File: config.mk
export PLATFORM = sky130hd
export DESIGN_NAME = cc_rline_serializer
export DESIGN_NICKNAME = d
export VERILOG_FILES = /design/src/rtl/cc_rline_serializer.sv
export SDC_FILE = /design/constraint.sdc
export NUM_CORES = 1
export LEC_CHECK = 0
export CORE_MARGIN = 4
export CORE_UTILIZATION = 50
export DETAILED_ROUTE_END_ITERATION = 10
export PLACE_DENSITY_LB_ADDON = 0.08
export SLEW_MARGIN = 5
export SYNTH_ARGS = -nofsm -noshare
export SYNTH_HDL_FRONTEND = slang
export SYNTH_SLANG_ARGS = --single-unit
File: constraint.sdc
create_clock -name clk -period 22.1 [get_ports clk]
set_input_delay 4.42 -clock clk [delete_from_list [all_inputs] [get_ports clk]]
set_output_delay 4.42 -clock clk [all_outputs]
set_load 0.03 [all_outputs]
File: src/rtl/cc_rline_serializer.sv
// cc_rline_serializer
// Return-path line serializer: buffers whole 512-bit cache lines in a small
// FIFO and emits each as an 8-beat, 64-bit AXI R burst in critical-word-first
// order with wrap-around.
//
// Optional build macro: CC_RLINE_SER_PERF_EN adds perf_lines_o/perf_stall_o.
//
// Ports:
//   clk, rst_n          clock, synchronous active-low reset
//   line_valid_i        line offered
//   line_ready_o        line accepted on line_valid_i & line_ready_o
//   line_data_i[511:0]  cache line, word 0 at [511:448]
//   line_offset_i[2:0]  critical word index
//   rdata_o[63:0]       R data
//   rvalid_o            R valid
//   rready_i            R ready
//   rlast_o             last beat of burst
//   rresp_o[1:0]        always OKAY
//   perf_lines_o[31:0]  (perf build) completed bursts
//   perf_stall_o[31:0]  (perf build) cycles with rvalid_o & !rready_i
module cc_rline_serializer #(
  parameter int unsigned DEPTH = 2
) (
  input  logic         clk,
  input  logic         rst_n,
  input  logic         line_valid_i,
  output logic         line_ready_o,
  input  logic [511:0] line_data_i,
  input  logic [2:0]   line_offset_i,
  output logic [63:0]  rdata_o,
  output logic         rvalid_o,
  input  logic         rready_i,
  output logic         rlast_o,
  output logic [1:0]   rresp_o
`ifdef CC_RLINE_SER_PERF_EN
  ,
  output logic [31:0]  perf_lines_o,
  output logic [31:0]  perf_stall_o
`endif
);

  localparam int unsigned PTR_W  = $clog2(DEPTH);
  localparam int unsigned CNT_W  = PTR_W + 1;
  localparam int unsigned LINE_W = 512;
  localparam int unsigned WORD_W = 64;
  localparam int unsigned OFF_W  = 3;
  localparam int unsigned BEAT_W = 3;

  typedef struct packed {
    logic [LINE_W-1:0] data;
    logic [OFF_W-1:0]  offset;
  } entry_t;

  typedef enum logic {
    S_IDLE = 1'b0,
    S_SEND = 1'b1
  } state_e;

  // Line storage and control state
  entry_t              mem [DEPTH];
  state_e              state_q, state_d;
  logic [PTR_W-1:0]    wr_ptr_q, wr_ptr_d;
  logic [PTR_W-1:0]    rd_ptr_q, rd_ptr_d;
  logic [CNT_W-1:0]    count_q, count_d;
  logic [BEAT_W-1:0]   beat_cnt_q, beat_cnt_d;
  logic                ready_d;
  logic                rvalid_d;
  logic                rlast_d;
  logic [WORD_W-1:0]   rdata_d;

  logic                push;
  logic                beat_fire;
  logic                pop;
  entry_t              head_d;
  logic [BEAT_W-1:0]   word_idx_d;
  logic [8:0]          word_lsb_d;

  assign rresp_o = 2'b00;

  // Next-state and next-output computation
  always_comb begin
    state_d    = state_q;
    push       = line_valid_i & line_ready_o;
    beat_fire  = rvalid_o & rready_i;
    pop        = beat_fire & (beat_cnt_q == 3'd7);
    wr_ptr_d   = wr_ptr_q + PTR_W'(push);
    rd_ptr_d   = rd_ptr_q + PTR_W'(pop);
    count_d    = count_q + CNT_W'(push) - CNT_W'(pop);
    beat_cnt_d = beat_fire ? beat_cnt_q + 3'd1 : beat_cnt_q;

    unique case (state_q)
      S_IDLE: if (push) state_d = S_SEND;
      S_SEND: if (pop && (count_q == CNT_W'(1)) && !push) state_d = S_IDLE;
      default: state_d = S_IDLE;
    endcase

    // A line written into the slot that becomes head is forwarded straight
    // from the input, since the array write lands on the same edge.
    if (push && (wr_ptr_q == rd_ptr_d)) begin
      head_d.data   = line_data_i;
      head_d.offset = line_offset_i;
    end else begin
      head_d = mem[rd_ptr_d];
    end

    word_idx_d = head_d.offset + beat_cnt_d;
    word_lsb_d = {3'(3'd7 - word_idx_d), 6'd0};
    rvalid_d   = (state_d == S_SEND);
    rdata_d    = rvalid_d ? head_d.data[word_lsb_d +: WORD_W] : '0;
    rlast_d    = rvalid_d && (beat_cnt_d == 3'd7);
    ready_d    = (count_d != CNT_W'(DEPTH));
  end

  // State and output registers
  always_ff @(posedge clk) begin
    if (!rst_n) begin
      state_q      <= S_IDLE;
      wr_ptr_q     <= '0;
      rd_ptr_q     <= '0;
      count_q      <= '0;
      beat_cnt_q   <= '0;
      line_ready_o <= 1'b1;
      rvalid_o     <= 1'b0;
      rlast_o      <= 1'b0;
      rdata_o      <= '0;
    end else begin
      state_q      <= state_d;
      wr_ptr_q     <= wr_ptr_d;
      rd_ptr_q     <= rd_ptr_d;
      count_q      <= count_d;
      beat_cnt_q   <= beat_cnt_d;
      line_ready_o <= ready_d;
      rvalid_o     <= rvalid_d;
      rlast_o      <= rlast_d;
      rdata_o      <= rdata_d;
    end
  end

  // Line array write; contents need no reset since pointers define validity
  always_ff @(posedge clk) begin
    if (push) begin
      mem[wr_ptr_q].data   <= line_data_i;
      mem[wr_ptr_q].offset <= line_offset_i;
    end
  end

`ifdef CC_RLINE_SER_PERF_EN
  // Burst completion and R-channel stall counters
  always_ff @(posedge clk) begin
    if (!rst_n) begin
      perf_lines_o <= '0;
      perf_stall_o <= '0;
    end else begin
      if (pop)                  perf_lines_o <= perf_lines_o + 32'd1;
      if (rvalid_o && !rready_i) perf_stall_o <= perf_stall_o + 32'd1;
    end
  end
`endif

endmodule
* Word-level counts from Yosys, hierarchy flattened
Memories as Yosys holds them, arrays and structs flattened.
Cells that the tools add are included.
W data, S select, Z words.
** Cells by class
- Add/sub/neg operators :: 7
- Eq/ne operators :: 5
- Shift-type cells :: 1
- Muxes and demuxes :: 6
- Bitwise logic cells :: 4
- Reductions and logical operators :: 6
** Operators with widths (count)
- $mux W515 :: 1
- $shiftx A512 B10 Y64 :: 1
- $eq A3 B3 Y1 const B :: 2
- $logic_and A1 B1 Y1 :: 4
- $add A3 B1 Y3 const B :: 1
- $add A3 B3 Y3 :: 1
- $and A1 B1 Y1 :: 3
- $mux W1 :: 3
- $mux W3 :: 1
- $sub A3 B3 Y3 const A :: 1
- $add A1 B1 Y1 :: 2
- $add A2 B1 Y2 :: 1
- $eq A2 B1 Y1 const B :: 1
- $ne A2 B2 Y1 const B :: 1
- $pmux W1 S2 :: 1
- $reduce_and A2 Y1 :: 1
- $sub A2 B1 Y2 :: 1
- $eq A1 B1 Y1 :: 1
- $logic_not A1 Y1 :: 1
- $not A1 Y1 :: 1
** Word-level totals
- Register bits :: 74
- Bits in writable memories :: 1030
- Bits of input ports :: 519
- Output and inout port bits :: 69
- Word-level logic and storage cells :: 38
- Memories kept :: 1
** Memories
- mem :: depth 2, width 515, read ports 1, clocked after memory_dff 0, wr ports 1, line 60 : entry_t mem [DEPTH];

* Logic depth before layout (Yosys ltp)
- Depth in word-level cells :: 9
- Mapped depth :: 22
- Depth with buffers taken out :: 15

* Worst setup path after synthesis
No wires, ideal clock.
- Path kind :: input port to flip-flop
- Start :: in line_valid_i
- End :: mem mem[0][0] in the netlist's numbering, enable pin
- Library setup time :: 0.950 ns
- Arrival :: 16.470 ns
- Data required time :: 21.150 ns
- Path slack :: 4.680 ns
- Stages :: 3
- Path buffers :: 0
- Cells stage by stage :: nand2_1 -> inv_1 -> ha_1
** Between the ends
- Longest elaborated chain between the ends :: 3
** RTL lines
- start, declared :: line 26 : input logic line_valid_i,
- $and A1 B1 Y1 :: line 83 : push = line_valid_i & line_ready_o;
- $mux W1 :: line 141 : if (push) begin
- $mux W1 (not written as such) :: line 143 : mem[wr_ptr_q].offset <= line_offset_i;
- end, declared :: line 60
No other way between the ends.

* Worst setup path in the final report
- Start :: in rready_i
- End :: reg rdata_o[21]
** Between the ends
- Longest elaborated chain between the ends :: 9
- Elaborated cells between the ends (all ways) :: 16
- Classes of those cells :: add/sub: 3; eq/ne: 1; shift: 1; mux: 4; bitwise: 2; reduce/logical: 4; memory: 1
** RTL lines
- start, declared :: line 32 : input logic rready_i,
- $and A1 B1 Y1 (*) :: line 84 : beat_fire = rvalid_o & rready_i;
- $and A1 B1 Y1 :: line 85 : pop = beat_fire & (beat_cnt_q == 3'd7);
- $add A1 B1 Y1 :: line 87 : rd_ptr_d = rd_ptr_q + PTR_W'(pop);
- $eq A1 B1 Y1 :: line 99 : if (push && (wr_ptr_q == rd_ptr_d)) begin
- $logic_and A1 B1 Y1 :: line 99
- $mux W515 :: line 99
- $add A3 B3 Y3 :: line 106 : word_idx_d = head_d.offset + beat_cnt_d;
- $sub A3 B3 Y3 :: line 107 : word_lsb_d = {3'(3'd7 - word_idx_d), 6'd0};
- $shiftx A512 B10 Y64 :: line 109 : rdata_d = rvalid_d ? head_d.data[word_lsb_d +: WORD_W] : '0;
- end signal, assigned :: line 135 : rdata_o <= rdata_d;
- end, declared :: line 30 : output logic [63:0] rdata_o,
Every way passes the cells marked *; elsewhere a longest branch is shown, timed or not.
A chain may end at the register's enable or synchronous reset.

==> run summary <==
Pre-CTS WS = 11,170 ps
Crit-path cells = clkdlybuf4s50_1, nand3_2, inv_2, xnor2_2, buf_4, a21oi_1, fa_4, buf_4, buf_12, mux4_2, mux2_2, a211o_1
Worst slew margin = 17.2%
RSZ-0062 raised after global routing = false
Post-synth EDFFs = 1,030
TritonCTS clock tree = built
Class of the worst hold path = register to register
Most used DFF post-synth = edfxtp_1
Run status = completed
Fin crit period = 10,090 ps
Clock power frac = 33.9%
Post-synthesis simple-gate area fraction = 8.98%
Adder-cell area share of the yosys netlist = 0.233%
1st-iter DRT viols = 2,762
Residual DRC = 0
Worst-margin pin slew = 1240 ps
Sequential share of the synthesized area = 70.2%
Post-Place Cells = 4,463
Per-cell routed wire length = 26.7 um
Final hold slack = 597 ps
Site Rows = 111
Startpoint types = input port
Number of global-route vias before repair = 29,218
Highest Clock Rate = 99.1 MHz
CTS Sinks = 1,104
Number of buffers added on ports = 585
GP Congestion = 0.810
Global Route Usage Sum = 25.6%
Clock-pin transition on the worst setup and hold timing paths = 60 ps
Antenna Nets Post-Route = 0
Setup violations, final = 0
Max-slew violation count = 0
Register Area = 0.0324 mm2
Root Driver = clkbuf_16
Yosys warning total = 0
Setup CP Type = input port to register
Fin crit share = 45.7%
Detailed Place HPWL = 77,500 um
Via count = 28,128
Largest family of logic cells by synthesized area = multiplexers
Die area = 0.0972 mm2
Worst reg2reg endpoint = rdata_o[21]$_SDFF_PN0_
Initial antenna violation count = 48
Int Pwr = 0.00417 W
Clock Skew = 25.9 ps
Post-synthesis xor/xnor area fraction = 0.233%
Multi-input combinational cell area = 0.0130 mm2
Die Height = 312 um
Setup TNS = 0 ps
Netlist cell types = 49
CP Data Required Time = 22,660 ps
Proportion of synthesized area in mux cells = 15.6%
Starting Density = 50.3%
CTS buffer count = 114
Total wire length = 126,000 um
Largest net degree at the start of global routing = 209
Critical path capture point type = register
Min-delay src = beat_cnt_q[0]$_SDFF_PN0_
Nets = 3,920
Hold Buf Count CTS = 0
CP Max Fanout = 118
Flop pwr share = 45.0%
#FFs+latches synth = 1,104
GRT Residual Overflow = 0
LEAKAGE = 19.4 nW
Area Growth Syn to Fin = 23.6%
Switching share of power = 26.2%
Compound-Gate Fraction of Synth Area = 2.84%
Final hold viol count = 0
Post-Synthesis Cells = 2,863
Reg2Reg Depth = 13
Core ar. = 0.0917 mm2
Final design area excluding fillers = 0.0570 mm2
Clock Tree Buf Depth = 3
Worst path most repeated cell = buf_4
Worst path arrival time = 10,660 ps
Asr flop ratio synth = 0%
Commonest cells in the netlist = 1,030 x edfxtp_1, 511 x nand2_1, 234 x mux4_2
Top cell type's share of synthesized area = 67.0%
Drt first pass iters = 5
Pwr Density = 99.0 mW/mm2
Cell Area, Synth = 0.0461 mm2
Setup repair bufs after CTS = 0
Worst vdd ir = 66.4 uV
Post-Place Cell Area = 0.0532 mm2
Later-pin clock latency in the skew report = 690 ps
Reg2Reg Launch Point = beat_cnt_q[0]$_SDFF_PN0_
P_sw = 0.00148 W
Top-level I/O count = 588
Share of layout cells above drive strength 1 = 14.9%
Largest stage delay, worst path = 850 ps
Synth area leaders = edfxtp_1 67%, mux4_2 11%, nand2_1 4.2%
Final worst-path setup slack = 12,010 ps
Count leader, synth = edfxtp_1
Fillers = 6,672
First-pass GRT wire length = 187,000 um
H-tree Lvls = 3
Die X = 312 um
WHS Path Cells = 2
Logic pwr share = 21.0%
Resize count post-CTS = 0
Vias per cell = 5.97
Final cell count without fillers = 4,710
Slowest CP cell = fa_4
Top cell type by total area after synthesis = edfxtp_1
Max-Cap Viols = 0
WHS Endpoint = beat_cnt_q[0]$_SDFF_PN0_
R2r setup slk = 15,560 ps
Mapped Avg Cell Area = 16.1 um2
-- kinds of logic after synthesis --
kind of cell	Yosys count
flip-flops	1104
AND/OR/NAND/NOR	936
XOR/XNOR	9
other	1
AO/OA/AOI/OAI	174
buffers and inverters	213
multiplexers	418
adder cells (fa/ha/maj)	8
-- flip-flops by register name, summed over array words and instances (netlist names) --
signal / cells
mem: 1030
rdata_o: 64
beat_cnt_q: 3
count_q: 2
line_ready_o: 1
rd_ptr_q: 1
rlast_o: 1
state_q: 1
wr_ptr_q: 1
-- worst max-delay path by stage --
stage                       startpoint                endpoint  slack [ps]  cells past startpoint
after CTS                     rready_i  rdata_o[26]$_SDFF_PN0_       11900                     12
after global placement        rready_i  rdata_o[44]$_SDFF_PN0_       11340                     12
after global routing          rready_i  rdata_o[24]$_SDFF_PN0_       11580                     12
after floorplan           line_valid_i     mem[0][0]$_DFFE_PP_        4680                      3
after detailed placement      rready_i  rdata_o[26]$_SDFF_PN0_       11170                     12
final                         rready_i  rdata_o[21]$_SDFF_PN0_       12010                     12
-- final cells by class --
type	instances	share of cell area, %
diodes	30	0.132
clock buffers	155	5.57
clock inverters	62	1.08
inverters	7	0.0461
multi-input cells	1547	22.8
flip-flops and latches	1104	56.8
well taps	1186	2.60
repair buffers	619	10.9
-- per-layer routing --
metal	up-vias	share of wire [%]	routed length, um	GRT usage, %
li1	12385	-	-	-
met1	14395	39	49600	33.9
met2	1075	49	62200	41.5
met3	231	8.4	10600	7.03
met4	42	2.4	3040	7.94
met5	-	0.21	263	0
-- cell usage in the layout, fill, tap and decap left out, drive strengths merged, types with 7 or more instances in the layout --
cell,synthesis,final
nor2b,7,7
inv,7,11
o211ai,16,16
a21oi,22,22
clkinv,0,41
ha,7,7
dfxtp,74,74
nor2,9,9
mux2,68,68
a32o,13,13
mux2i,116,116
a211o,59,59
nand3,229,229
clkdlybuf4s50,0,585
nand2,511,511
clkbuf,159,155
buf,47,34
nand4,53,53
nor3,116,116
mux4,234,234
a31oi,12,12
edfxtp,1030,1030
o21ai,23,23
bufinv,0,11
diode,0,30
-- through the flow --
step	utilization, %	total power (W)
after floorplan	-	0.00342
after global placement	58.0	0.00376
after detailed placement	58.0	0.00379
after CTS	62.1	0.00570
after global routing	62.2	0.00588
final	62.2	0.00565
-- power by group through the flow --
stage | registers, W | clock network, W | logic (W)
detailed placement | 0.00259 | 0 | 0.00120
global route | 0.00255 | 0.00205 | 0.00128
finish | 0.00254 | 0.00192 | 0.00119
global placement | 0.00258 | 0 | 0.00118
floorplan | 0.00271 | 0 | 0.000713
CTS | 0.00254 | 0.00195 | 0.00121
-- worst max-delay path: cells and delay by family --
kind                       cells  cell delay (ps)
xor gates and xnor gates       1              190
AOI/OAI and AO/OA              2              510
muxes                          2              890
and+or+nand+nor                1              150
adders and majority gates      1              850
buffers and inverters          5             3390
No activity file was read; power rests on OpenSTA's default activity.
